$ cat config.mk
export PLATFORM = sky130hd
export DESIGN_NAME = router_pkt_datapath_flat
export DESIGN_NICKNAME = d
export VERILOG_FILES = /design/src/rtl/router_pkt_if.sv /design/src/rtl/router_pkt_datapath.sv /design/src/flat_wrapper.sv
export SDC_FILE = /design/constraint.sdc
export NUM_CORES = 1
export LEC_CHECK = 0
export CAP_MARGIN = 20
export CORE_ASPECT_RATIO = 0.5
export CORE_MARGIN = 5
export CORE_UTILIZATION = 55
export DETAILED_ROUTE_END_ITERATION = 8
export DONT_BUFFER_PORTS = 1
export PLACE_DENSITY = 0.69
export SLEW_MARGIN = 20
export SYNTH_ARGS = -nofsm -noshare
export SYNTH_HDL_FRONTEND = slang
export SYNTH_SLANG_ARGS = --single-unit
$ cat constraint.sdc
create_clock -name clock -period 4 [get_ports clock]
set_input_delay 0.8 -clock clock [delete_from_list [all_inputs] [get_ports clock]]
set_output_delay 0.8 -clock clock [all_outputs]
set_load 0.01 [all_outputs]
$ cat src/rtl/router_pkt_if.sv
// Byte-stream bundle between the router input port, the packet datapath and the FIFO write side.
interface router_pkt_if #(
   parameter int WIDTH     = 8,
   parameter int ADDR_BITS = 2
);
   logic                 pkt_valid;
   logic [WIDTH-1:0]     data_in;
   logic                 fifo_full;
   logic                 busy;
   logic [WIDTH-1:0]     dout;
   logic                 dout_valid;
   logic [ADDR_BITS-1:0] dest_addr;
   logic                 parity_done;
   logic                 err_parity;
   logic                 err_length;
   logic                 pkt_done;

   modport master (
      output pkt_valid, data_in, fifo_full,
      input  busy, dout, dout_valid, dest_addr, parity_done, err_parity, err_length, pkt_done
   );

   modport slave (
      input  pkt_valid, data_in, fifo_full,
      output busy, dout, dout_valid, dest_addr, parity_done, err_parity, err_length, pkt_done
   );
endinterface

$ cat src/rtl/router_pkt_datapath.sv
// Packet datapath: header split, XOR parity and length check, in-order forwarding through a skid buffer.
module router_pkt_datapath #(
   parameter int WIDTH      = 8,
   parameter int ADDR_BITS  = 2,
   parameter int SKID_DEPTH = 2
) (
   input logic         clock,
   input logic         reset,
   router_pkt_if.slave bus
);
   localparam int LEN_W = WIDTH - ADDR_BITS;
   localparam int CNT_W = LEN_W + 1;
   localparam int PTR_W = (SKID_DEPTH > 1) ? $clog2(SKID_DEPTH) : 1;
   localparam int SC_W  = $clog2(SKID_DEPTH + 1);
   localparam logic [CNT_W-1:0] CNT_MAX = {1'b1, {LEN_W{1'b0}}};

   typedef enum logic [1:0] {IDLE, PAYLOAD, CHECK} state_t;

   state_t           state, state_next;
   logic [WIDTH-1:0] skid_mem [SKID_DEPTH];
   logic [PTR_W-1:0] wr_ptr, rd_ptr;
   logic [SC_W-1:0]  skid_cnt;
   logic [LEN_W-1:0] len;
   logic [CNT_W-1:0] pay_cnt;
   logic [WIDTH-1:0] parity_acc, pkt_parity;
   logic             busy, accept, skid_empty, do_pop, do_push, check_go;

   assign skid_empty = (skid_cnt == '0);
   assign busy       = (skid_cnt == SC_W'(SKID_DEPTH)) || (state == CHECK);
   assign accept     = !busy && ((state == IDLE && bus.pkt_valid) || state == PAYLOAD);
   assign do_pop     = !bus.fifo_full && !skid_empty;
   // A byte bypasses the skid only when the FIFO can take it and nothing older is queued.
   assign do_push    = accept && (bus.fifo_full || !skid_empty);
   assign check_go   = (state == CHECK) && skid_empty;
   assign bus.busy   = busy;

   always_ff @(posedge clock or posedge reset) begin
      if (reset) state <= IDLE;
      else       state <= state_next;
   end

   always_comb begin
      state_next = state;
      case (state)
         IDLE:    if (accept) state_next = PAYLOAD;
         PAYLOAD: if (accept && !bus.pkt_valid) state_next = CHECK;
         CHECK:   if (skid_empty) state_next = IDLE;
         default: state_next = IDLE;
      endcase
   end

   always_ff @(posedge clock) begin
      if (do_push) skid_mem[wr_ptr] <= bus.data_in;
   end

   always_ff @(posedge clock or posedge reset) begin
      if (reset) begin
         wr_ptr   <= '0;
         rd_ptr   <= '0;
         skid_cnt <= '0;
      end else begin
         if (do_push) wr_ptr <= (wr_ptr == PTR_W'(SKID_DEPTH - 1)) ? '0 : wr_ptr + 1'b1;
         if (do_pop)  rd_ptr <= (rd_ptr == PTR_W'(SKID_DEPTH - 1)) ? '0 : rd_ptr + 1'b1;
         case ({do_push, do_pop})
            2'b10:   skid_cnt <= skid_cnt + 1'b1;
            2'b01:   skid_cnt <= skid_cnt - 1'b1;
            default: skid_cnt <= skid_cnt;
         endcase
      end
   end

   always_ff @(posedge clock or posedge reset) begin
      if (reset) begin
         bus.dout       <= '0;
         bus.dout_valid <= 1'b0;
      end else if (bus.fifo_full) begin
         bus.dout_valid <= 1'b0;
      end else if (!skid_empty) begin
         bus.dout       <= skid_mem[rd_ptr];
         bus.dout_valid <= 1'b1;
      end else if (accept) begin
         bus.dout       <= bus.data_in;
         bus.dout_valid <= 1'b1;
      end else begin
         bus.dout_valid <= 1'b0;
      end
   end

   always_ff @(posedge clock or posedge reset) begin
      if (reset) begin
         bus.dest_addr   <= '0;
         len             <= '0;
         pay_cnt         <= '0;
         parity_acc      <= '0;
         pkt_parity      <= '0;
         bus.parity_done <= 1'b0;
         bus.err_parity  <= 1'b0;
         bus.err_length  <= 1'b0;
         bus.pkt_done    <= 1'b0;
      end else begin
         bus.pkt_done <= 1'b0;
         if (accept && state == IDLE) begin
            bus.dest_addr   <= bus.data_in[ADDR_BITS-1:0];
            len             <= bus.data_in[WIDTH-1:ADDR_BITS];
            parity_acc      <= bus.data_in;
            pay_cnt         <= '0;
            bus.parity_done <= 1'b0;
            bus.err_parity  <= 1'b0;
            bus.err_length  <= 1'b0;
         end else if (accept && state == PAYLOAD) begin
            if (bus.pkt_valid) begin
               parity_acc <= parity_acc ^ bus.data_in;
               if (pay_cnt != CNT_MAX) pay_cnt <= pay_cnt + 1'b1;
            end else begin
               pkt_parity <= bus.data_in;
            end
         end
         if (check_go) begin
            bus.err_parity  <= (parity_acc != pkt_parity);
            bus.err_length  <= (pay_cnt != {1'b0, len});
            bus.parity_done <= 1'b1;
            bus.pkt_done    <= 1'b1;
         end
      end
   end
endmodule

$ cat src/flat_wrapper.sv
// flat-port wrapper written by rule: the top's interface ports become plain ports
module router_pkt_datapath_flat 
#(
   parameter int WIDTH      = 8,
   parameter int ADDR_BITS  = 2,
   parameter int SKID_DEPTH = 2
)
  (clock, reset, bus_pkt_valid, bus_data_in, bus_fifo_full, bus_busy, bus_dout, bus_dout_valid, bus_dest_addr, bus_parity_done, bus_err_parity, bus_err_length, bus_pkt_done);
  router_pkt_if #(.WIDTH(WIDTH), .ADDR_BITS(ADDR_BITS)) bus_i ();
  input logic clock;
  input logic reset;
  input wire logic [$bits(bus_i.pkt_valid)-1:0] bus_pkt_valid;
  input wire logic [$bits(bus_i.data_in)-1:0] bus_data_in;
  input wire logic [$bits(bus_i.fifo_full)-1:0] bus_fifo_full;
  output wire logic [$bits(bus_i.busy)-1:0] bus_busy;
  output wire logic [$bits(bus_i.dout)-1:0] bus_dout;
  output wire logic [$bits(bus_i.dout_valid)-1:0] bus_dout_valid;
  output wire logic [$bits(bus_i.dest_addr)-1:0] bus_dest_addr;
  output wire logic [$bits(bus_i.parity_done)-1:0] bus_parity_done;
  output wire logic [$bits(bus_i.err_parity)-1:0] bus_err_parity;
  output wire logic [$bits(bus_i.err_length)-1:0] bus_err_length;
  output wire logic [$bits(bus_i.pkt_done)-1:0] bus_pkt_done;
  assign bus_i.pkt_valid = bus_pkt_valid;
  assign bus_i.data_in = bus_data_in;
  assign bus_i.fifo_full = bus_fifo_full;
  assign bus_busy = bus_i.busy;
  assign bus_dout = bus_i.dout;
  assign bus_dout_valid = bus_i.dout_valid;
  assign bus_dest_addr = bus_i.dest_addr;
  assign bus_parity_done = bus_i.parity_done;
  assign bus_err_parity = bus_i.err_parity;
  assign bus_err_length = bus_i.err_length;
  assign bus_pkt_done = bus_i.pkt_done;
  router_pkt_datapath #(.WIDTH(WIDTH), .ADDR_BITS(ADDR_BITS), .SKID_DEPTH(SKID_DEPTH)) u_core (.clock(clock), .reset(reset), .bus(bus_i));
endmodule
==> impl_results.md <==
* Max-cap viol count at 0
* Final WL at around 5700 µm
* Dominant cell by count in the synthesized netlist: dfrtp_1
* Wire length on met3 at approximately 300 µm
* Average size of a mapped cell at about 12 µm²
* Die area at roughly 7100 µm²
* Vias in the first global route at 1933
* Largest net degree at the start of global routing at 51
* Height of the die at about 62 µm
* Critical path fanouts, max at 21
* Layout cell share with drive strength beyond 1 at 15.12%
* Max layer used: met4
* RSZ-0062 raised after global routing: no
* Peak VDD IR at about 0.00035 V
* Ports at 28
* Final GP Congestion at 0.7899
* DRT antenna net count at 0
* Fin crit period at ~2200 ps
* Clock transition at the registers of the reported paths at roughly 80 ps
* Clock network fraction of total power at 22.2%
* Synth Instances at about 250
* Post-synth EDFFs at 16
* Port Buffers at 0
* Via count at 1846
* #FFs+latches synth at 66
* Drt pass-1 iters at 5
* Diodes inserted at 0
* Longest Clk Path Bufs at 2
* Critical Path Start Type: flop
* Clock Sinks at 66
* Net Switching at about 0.96 mW
* Static leakage at around 1.3 nW
* Residual DRC at 0
* Post-DP HPWL at roughly 4000 µm
* Cts repair resizes at 0
* Synth area leader: dfrtp_1
* Endpoints failing hold at 0
* Die W at about 110 µm
* Setup bufs post-CTS at 0
* GR Util All Layers at a little under a fifth
* Metal-1 WL at 2577 µm
* Layout Area Growth over Synthesis at 7.360%
* Gr ovfl total at 0
* Cell variety after synth at 41
* Final instance area at 3231 µm²
* Flop pwr share at between 40% and 50%
* Slew @ Worst Pin at around 850 ps
* Fin worst setup slack at 1757 ps
* Placed cell area at a little over 3000 µm²
* CTS HTree Levels at 3
* Yosys top cell area share at ~42%
* Met2 WL post-DR at between 2000 and 3000 µm
* Initial core utilization at ~56%
* CORE AREA at 5396 µm²
* Finished Core Util at between 50% and 60%
* Max Slew Vio Count at 0
* Hold Buf Count CTS at 0
* Hold Path Class: input pin to async pin
* Via/cell ratio at 5.577
* CTS tree: yes
* P per Cell Area at 831.0 nW/µm²
* Max Clock Freq at roughly 450 MHz
* Worst skew pair latency at roughly 340 ps
* Switching share of total power at 35.79%
* Post-synthesis net count at ~270
* Ys flop type: dfrtp_1
* Antenna violations before repair at 0
* Synth async-reset ratio at 75.76%
* Crit path arrival time at around 1400 ps
* Root Buffer: clkbuf_8
* First-pass GRT wire length at 9956 µm
* Place WS at approximately 1900 ps
* Synth cell count leaders: 50 x dfrtp_1, 22 x a21oi_1, 20 x nand2_1, 18 x nor2_1
* Critical path class: flop to output pin
* Routed length per placed instance at between 15 and 20 µm
* Iter 0 DRT Violations at slightly above 80
* Final Cycle Share at 56.08%
* Pint at approximately 1.7 mW
* Comb pwr share at a little under a third
* Ranking of synthesized cells by area: dfrtp_1 42%, edfxtp_1 16%, mux2_2 6.0%
* Clock Skew at around 12 ps
* Row count at 19
* Total power at between 2 and 3 mW
* # nets final at ~270
* Syn. warnings at 0
* Worst rel slew slack at a little over two fifths
* Cts bufs inserted at 9
* Req. time, crit path at ~3200 ps
* Final count of negative-setup-slack endpoints at 0
* Outcome: complete, no violations
* Crit end category: output pin
* Seq/Total Area, Yosys at roughly 58%
* Total Negative Setup Slacks at 0 ps
* # fillers at 422
* Synthesized area at about 3000 µm²
-- logic make-up after synthesis --
logic type / count (synthesis) / share of synthesized area, %
AOI/OAI and AO/OA: 58 / 12.06
and+or+nand+nor: 63 / 10.77
muxes: 26 / 9.314
DFF: 66 / 57.55
xor gates and xnor gates: 19 / 5.530
adders and majority gates: 3 / 1.248
buffers and inverters: 19 / 3.534
-- critical path, cell delays in order (launching register included) --
cell      delay (ps)
dfrtp_1          750
nand2b_1         250
nand2_1          120
-- worst paths after layout --
kind	slack, ps	cells past startpoint	to	startpoint
min reg2reg	520	1	u_core.wr_ptr	u_core.wr_ptr
max in group asynchronous	3000	1	u_core.bus.pkt_done	reset
min in group clock	520	1	u_core.wr_ptr	u_core.wr_ptr
min	480	1	u_core.bus.dout[1]	reset
max reg2reg	1900	3	u_core.skid_mem[1][0]	u_core.state[0]
max	1760	2	bus_busy	u_core.state[0]
-- layout by cell type, fill, tap and decap left out, types with 3 or more instances in the layout --
cell / count
xnor2_1: 11
nor2_1: 18
nand2_1: 20
ha_1: 3
dfrtp_1: 50
xor2_1: 8
o21bai_1: 3
a311oi_1: 4
mux2_2: 16
mux2i_1: 10
edfxtp_1: 16
o21ai_0: 16
a21oi_1: 22
clkbuf_8: 9
inv_1: 6
nand3_1: 7
o31ai_1: 4
clkinv_2: 3
-- flip-flops by register name, indices dropped and copies added, names as in the netlist --
| signal | cells |
|---|---|
| u_core.skid_mem | 16 |
| u_core.bus.dout | 8 |
| u_core.parity_acc | 8 |
| u_core.pkt_parity | 8 |
| u_core.pay_cnt | 7 |
| u_core.len | 6 |
| u_core.bus.dest_addr | 2 |
| u_core.skid_cnt | 2 |
| u_core.state | 2 |
| u_core.bus.dout_valid | 1 |
| u_core.bus.err_length | 1 |
| u_core.bus.err_parity | 1 |
| u_core.bus.parity_done | 1 |
| u_core.bus.pkt_done | 1 |
| u_core.rd_ptr | 1 |
| u_core.wr_ptr | 1 |
-- power groups by stage --
stage | logic [mW] | registers (mW) | clock network (mW)
6_report | 0.813 | 1.28 | 0.595
3_5_place_dp | 0.817 | 1.29 | 0
3_3_place_gp | 0.777 | 1.28 | 0
5_1_grt | 0.925 | 1.32 | 0.646
2_1_floorplan | 0.784 | 1.17 | 0
4_1_cts | 0.821 | 1.28 | 0.605
-- metal layers --
layer  global-route usage, %  up-vias
met5                       0        -
met4                   5.926        0
met3                   6.887        7
met2                   27.54       41
met1                   23.85      897
li1                        -      901
-- stage by stage --
stage / instances / hold WS (ps)
2_1_floorplan: 254 / 468.1
3_3_place_gp: 315 / 485.8
3_5_place_dp: 315 / 503.5
4_1_cts: 331 / 516.6
5_1_grt: 331 / 523.6
6_report: 331 / 480.6
-- final cells by class --
| cell class | instances | area (µm²) | share of cell area (%) |
|---|---|---|---|
| flip-flops and latches | 66 | 1732 | 53.60 |
| multi-input cells | 169 | 1171 | 36.25 |
| clock buffers | 10 | 127.6 | 3.950 |
| well taps | 73 | 91.34 | 2.827 |
| clock inverters | 6 | 81.33 | 2.517 |
| inverters | 7 | 27.53 | 0.8521 |
Note: power is estimated with default switching activity, not from simulation.
